[src/rtl/vector_sweep_capture.sv]
// Sweeps all 16 input vectors through a 4-input logic stage and captures {f,g,h}.
// Optional macro VECTOR_SWEEP_SIGNATURE_EN adds an 8-bit rotate/xor response signature.
module vector_sweep_capture #(
    parameter int unsigned SETTLE = 1
) (
    input  logic       clk,
    input  logic       rst_n,
    input  logic       start,
    input  logic       abort,
    output logic       a,
    output logic       b,
    output logic       c,
    output logic       d,
    input  logic       f,
    input  logic       g,
    input  logic       h,
    output logic       busy,
    output logic       done,
    input  logic [3:0] rd_addr,
    output logic [2:0] rd_data
`ifdef VECTOR_SWEEP_SIGNATURE_EN
    ,
    output logic [7:0] signature
`endif
);

    typedef enum logic [1:0] {
        IDLE,
        DRIVE,
        CAPTURE,
        DONE
    } state_t;

    localparam logic [3:0] SETTLE_LAST = 4'(SETTLE - 1);

    state_t     state;
    logic [3:0] idx;
    logic [3:0] settle_cnt;
    logic [2:0] mem [16];
    logic       sweep_go;
    logic       cap_we;

    // Abort beats start, so a start that coincides with abort never launches.
    assign sweep_go = (state == IDLE || state == DONE) && start && !abort;
    assign cap_we   = (state == CAPTURE) && !abort;

    assign {a, b, c, d} = idx;
    assign rd_data      = mem[rd_addr];

    // Sweep sequencer: settle each vector, capture, advance, stop at row 15.
    always_ff @(posedge clk or negedge rst_n) begin
        if (!rst_n) begin
            state      <= IDLE;
            idx        <= 4'd0;
            settle_cnt <= 4'd0;
            busy       <= 1'b0;
            done       <= 1'b0;
        end else begin
            unique case (state)
                IDLE, DONE: begin
                    if (sweep_go) begin
                        state      <= DRIVE;
                        idx        <= 4'd0;
                        settle_cnt <= 4'd0;
                        busy       <= 1'b1;
                        done       <= 1'b0;
                    end
                end
                DRIVE: begin
                    if (abort) begin
                        state      <= IDLE;
                        idx        <= 4'd0;
                        settle_cnt <= 4'd0;
                        busy       <= 1'b0;
                    end else if (settle_cnt == SETTLE_LAST) begin
                        state <= CAPTURE;
                    end else begin
                        settle_cnt <= settle_cnt + 4'd1;
                    end
                end
                CAPTURE: begin
                    if (abort) begin
                        state      <= IDLE;
                        idx        <= 4'd0;
                        settle_cnt <= 4'd0;
                        busy       <= 1'b0;
                    end else if (idx == 4'd15) begin
                        state <= DONE;
                        busy  <= 1'b0;
                        done  <= 1'b1;
                    end else begin
                        state      <= DRIVE;
                        idx        <= idx + 4'd1;
                        settle_cnt <= 4'd0;
                    end
                end
            endcase
        end
    end

    // Truth-table store, written once per vector in CAPTURE.
    always_ff @(posedge clk or negedge rst_n) begin
        if (!rst_n) begin
            for (int i = 0; i < 16; i++) begin
                mem[i] <= 3'b000;
            end
        end else if (cap_we) begin
            mem[idx] <= {f, g, h};
        end
    end

`ifdef VECTOR_SWEEP_SIGNATURE_EN
    // Signature restarts with each sweep and folds in every captured response.
    always_ff @(posedge clk or negedge rst_n) begin
        if (!rst_n) begin
            signature <= 8'h00;
        end else if (sweep_go) begin
            signature <= 8'h00;
        end else if (cap_we) begin
            signature <= {signature[6:0], signature[7]}
                       ^ {5'b0, f, g, h};
        end
    end
`endif

endmodule

[config.mk]
export PLATFORM = sky130hd
export DESIGN_NAME = vector_sweep_capture
export DESIGN_NICKNAME = d
export VERILOG_FILES = /design/src/rtl/vector_sweep_capture.sv
export SDC_FILE = /design/constraint.sdc
export NUM_CORES = 1
export LEC_CHECK = 0
export ABC_AREA = 0
export CORE_MARGIN = 2
export CORE_UTILIZATION = 55
export CTS_CLUSTER_SIZE = 14
export DETAILED_ROUTE_END_ITERATION = 6
export DONT_BUFFER_PORTS = 1
export GPL_TIMING_DRIVEN = 0
export PLACE_DENSITY_LB_ADDON = 0.1
export SLEW_MARGIN = 20
export SYNTH_ARGS = -nofsm -noshare
export SYNTH_HDL_FRONTEND = slang
export SYNTH_SLANG_ARGS = --single-unit
export TNS_END_PERCENT = 1
[constraint.sdc]
create_clock -name clk -period 3.6 [get_ports clk]
set_input_delay 0.54 -clock clk [delete_from_list [all_inputs] [get_ports clk]]
set_output_delay 0.54 -clock clk [all_outputs]
set_load 0.1 [all_outputs]
* Yosys cells after proc, flatten, opt, wreduce, memory -nomap -nowiden
Cells that the tools add are included.
** Operators by class
- Add/sub/neg operators :: 2
- $lt $le $gt $ge :: 3
- Eq/ne operators :: 12
- Muxes and demuxes :: 31
- Bitwise logic cells :: 2
- Reduce and logical (&&, ||, !) cells :: 15
** Operators with widths (number)
- bitwise mux 48 bit :: 1
- two-way mux 4 bit :: 8
- one-hot mux 4 bit (3 select lines) :: 2
- binary-select mux 3 bit (select 4 bit) :: 1
- demux 3 bit (select 4 bit) :: 1
- greater-or-equal comparator 5 bit (second input constant) :: 2
- two-way mux 2 bit :: 5
- NOT 4 -> 5 bit :: 2
- two-way mux 3 bit :: 3
- inequality test 3 bit (second input constant) :: 3
- AND reduction 3 bit :: 3
- adder 4 x 1 -> 4 bit (second input constant) :: 2
- two-way mux 1 bit :: 7
- inequality test 2 bit (second input constant) :: 3
- one-hot mux 2 bit (3 select lines) :: 1
- less-than comparator 5 x 1 -> 1 bit (second input constant) :: 1
- == test 2 bit (second input constant) :: 2
- == test 4 bit (second input constant) :: 1
- logical AND 1 bit :: 4
- logical NOT 4 bit :: 1
- AND reduction 4 bit :: 1
- inequality test 3 x 2 -> 1 bit (second input constant) :: 1
- one-hot mux 1 bit (3 select lines) :: 1
- == test 2 x 1 -> 1 bit (second input constant) :: 1
- other kinds (8) :: 8
** Storage, ports and cells
- Register bits after elaboration :: 60
- Input port bits :: 11
- Output and inout bits :: 9
- Logic and storage cells :: 86

* Logic depth before layout (Yosys ltp)
- Depth in word-level cells :: 6
- Gate-level depth with buffers :: 7
- Mapped depth without buffers :: 6

* Worst setup path after synthesis
OpenSTA, ideal clock, no wires.
- Kind :: input to output
- Start point :: in rd_addr[0]
- End point :: out rd_data[1]
- Arrival time :: 2.167 ns
- Data required time :: 3.060 ns
- Path slack :: 0.893 ns
- Stages on the path :: 4
- Buffers on the path :: 1
- Cells stage by stage :: buf_4 > mux4_2 > a22oi_1 > nand3_1
** Between the ends
- Word-level cells in the longest chain between the ends :: 4
** Ends and longest elaborated chain
- from (decl) :: line 19 : input logic [3:0] rd_addr,
- NOT 4 -> 5 bit (implied by the code) :: line 48 : assign rd_data = mem[rd_addr];
- binary-select mux 3 bit (select 4 bit) :: line 48
- two-way mux 3 bit (implied by the code) (2 in a row) :: line 48
- to (decl) :: line 20 : output logic [2:0] rd_data
No other way between the ends. The select of a mux whose other input is x is not followed.

* Worst setup path after layout
- Start point :: in rd_addr[1]
- End point :: out rd_data[0]
Same word-level chain as after synthesis.

==> results_dict.tcl <==
set metrics [dict create \
    synth.distinct_cells 40 \
    r2r-end "mem[21]$_DFFE_PN0P_" \
    synth_warnings 0 \
    ys_seq_area_frac 0.492 \
    synth_flop_cell "dfrtp_1" \
    cts_buffer_depth 2 \
    fin_crit_sh 0.838 \
    worst_setup_path_start_kind "input port" \
    crit_end "rd_data[0]" \
    holdCritPathClass "in -> async" \
    avgRoutedWirePerCell_um 19.8 \
    fin_skew_ps 6.07 \
    gp_congestion 0.794 \
    grt_overflow 0 \
    grt_max_degree 61 \
    cp_num_buf_inv 1 \
    syn2layout_area_growth_pct 8.98 \
    track_usage 0.230 \
    p_clk_frac 0.308 \
    critPathMaxFanout 10 \
    powerDensity_nw_per_um2 486 \
    cts_tree "built" \
    endpoint_kind "output port" \
    r2r_cells 5 \
    dpl_worst_slack_ps 596 \
    drc 0 \
    p_int_uw 1100 \
    cts_made_buffers 9 \
    cts_root_buffer "clkbuf_8" \
    ioPinCount 20 \
    rsz0062_at_grt "false" \
    nets 262 \
    hpwlAfterDp_um 4530 \
    slew-limit-headroom 0.282 \
    critPathKind "in -> out" \
    min_period_ps 3020 \
    rows 27 \
    clk_pin_slew_ps 60 \
    clock_sinks 60 \
    diodes 0 \
    tightest_slew_ps 1080 \
    crit_chain "buf_1 > mux4_2 > a22oi_1 > nand3_1" \
    ir_worst_vdd_v 0.000321 \
    total_leakage_power_uw 0.00156 \
    grt_pass1_vias 2036 \
    path_delay_family "simple AND/OR/NAND/NOR gates" \
    grt_pass1_wl_um 10400 \
    critPathArrivalTime_ps 2480 \
    clk_latency_ps 330 \
    finalHoldViolations 0 \
    ant_nets 0 \
    syn_nets 250 \
    busiest_layer "met2" \
    async_flop_share 1.00 \
    use_met2 0.399 \
    synth_edf_count 0 \
    ctsHtreeMaxLevel 3 \
    fin_ws_ps 582 \
    power_frac_comb 0.196 \
    synth_area_um2 3050 \
    worst_path_max_delay_cell "nand3_1" \
    die_height_um 78.5 \
    synth_top_area_share 0.492 \
    fin_tns_setup_ps 0 \
    met1_usage 0.279 \
    yosys.area.top_type "dfrtp_1" \
    final-max-slew-violation-count 0 \
    slowest_delay_ps 790 \
    syn_avg_cell_area_um2 13.2 \
    path_depth 4 \
    first_iter_violations 81 \
    routed_wirelength_um 6300 \
    coreArea_um2 5440 \
    synth-seq-cells 60 \
    die-width_um 78.5 \
    synth.area.top_cells "dfrtp_1 49%, mux2_2 17%, mux4_2 8.9%" \
    clock.fmax_ghz 0.331 \
    post_cts.repair.setup_buffers 0 \
    swShare 0.317 \
    vias 1905 \
    syn_inst 231 \
    viasPerCell 5.99 \
    startpoint "rd_addr[1]" \
    final.fill_count 423 \
    rrSetupSlack_ps 1170 \
    die_area_um2 6160 \
    use_met3 0.0356 \
    r2r_start "idx[3]$_DFFE_PN0P_" \
    status "complete, no violations" \
    p_seq_frac 0.496 \
    setup_violations 0 \
    cts_resized 0 \
    start_util 0.561 \
    drive_above_1_share 0.350 \
    antenna_found_initial 0 \
    cap_viol_max_count 0 \
    cp.required_ps 3060 \
    p_sw_uw 512 \
    firstDrtPassIters 4 \
    port_buffers 0 \
]
[synthesized netlist by cell type (2+ instances only)]
cell type,n
a32o_1,2
a22oi_1,3
buf_1,2
a21oi_1,8
nor2_1,5
buf_2,2
mux4_2,12
dlygate4sd1_1,2
mux2i_1,2
nand2_1,22
mux2_2,45
ha_1,8
nand2b_1,2
mux2_4,3
inv_1,7
nor2b_1,5
o21ai_0,4
nor3_1,3
nand3_1,13
dfrtp_1,60
buf_4,2
[worst min-delay path by stage]
stage,to,slack (ps),cells after the start
2_1_floorplan,busy$_DFFE_PN0P_,240,0
3_3_place_gp,mem[47]$_DFFE_PN0P_,250,0
3_5_place_dp,mem[45]$_DFFE_PN0P_,250,0
4_1_cts,mem[26]$_DFFE_PN0P_,70,1
5_1_grt,mem[32]$_DFFE_PN0P_,80,1
6_report,mem[46]$_DFFE_PN0P_,60,1
[cells by family after synthesis]
group | after synthesis | synth area share
adders and majority gates | 8 | 0.0328
muxes | 62 | 0.276
AOI/OAI and AO/OA | 26 | 0.0669
and+or+nand+nor | 58 | 0.101
buffers and inverters | 17 | 0.0308
DFF | 60 | 0.492
[stage by stage]
| step | total power (µW) | hold slack [ps] | util | instances | area, µm² |
|---|---|---|---|---|---|
| 2_1_floorplan | 1050 | 244 | - | 231 | 3050 |
| 3_3_place_gp | 1090 | 246 | 0.577 | 303 | 3140 |
| 3_5_place_dp | 1120 | 246 | 0.577 | 303 | 3140 |
| 4_1_cts | 1630 | 72.3 | 0.611 | 318 | 3320 |
| 5_1_grt | 1690 | 83.5 | 0.611 | 318 | 3320 |
| 6_report | 1610 | 63.9 | 0.611 | 318 | 3320 |
[layout make-up]
type / instances / area, µm² / share of cell area
tap: 72 / 90.1 / 0.0271
inverter: 7 / 26.3 / 0.00790
timing repair buffer: 1 / 27.5 / 0.00828
multi-input combinational: 154 / 1460 / 0.438
buffer: 10 / 67.6 / 0.0203
clock inverter: 3 / 15.0 / 0.00452
clock buffer: 11 / 141 / 0.0425
sequential: 60 / 1500 / 0.452
[metal layers]
layer | routed length, µm | share of wire
met5 | 0 | 0
met4 | 95 | 0.015
met3 | 169 | 0.027
met2 | 3280 | 0.52
met1 | 2760 | 0.44
[power groups by stage]
stage	clock network [µW]	logic [µW]	registers, µW
after detailed placement	0	302	813
final	497	317	800
after global routing	540	347	806
after floorplan	0	246	804
after global placement	0	284	809
after CTS	514	319	801
[cell usage in the layout (no fill, tap or decap), types with 3 or more instances in the layout]
cell type   n
a22oi_1     3
nor3_1      3
clkbuf_8   11
mux2_2     45
clkinv_2    3
o21ai_0     4
mux2_4      3
nor2_1      5
inv_1       7
dfrtp_1    60
nand2_1    22
ha_1        8
mux4_2     12
a21oi_1     8
nand3_1    13
nor2b_1     5
[state kept, by name (all words and copies together), names as in the netlist]
register    flops
mem            48
idx             4
settle_cnt      4
state           2
busy            1
done            1
[timing repair]
item	CTS	global route
endpoints found under the hold margin	60	0
hold buffers	1	0
setup endpoints to repair	0	0
(Power assumes the default switching activity.)
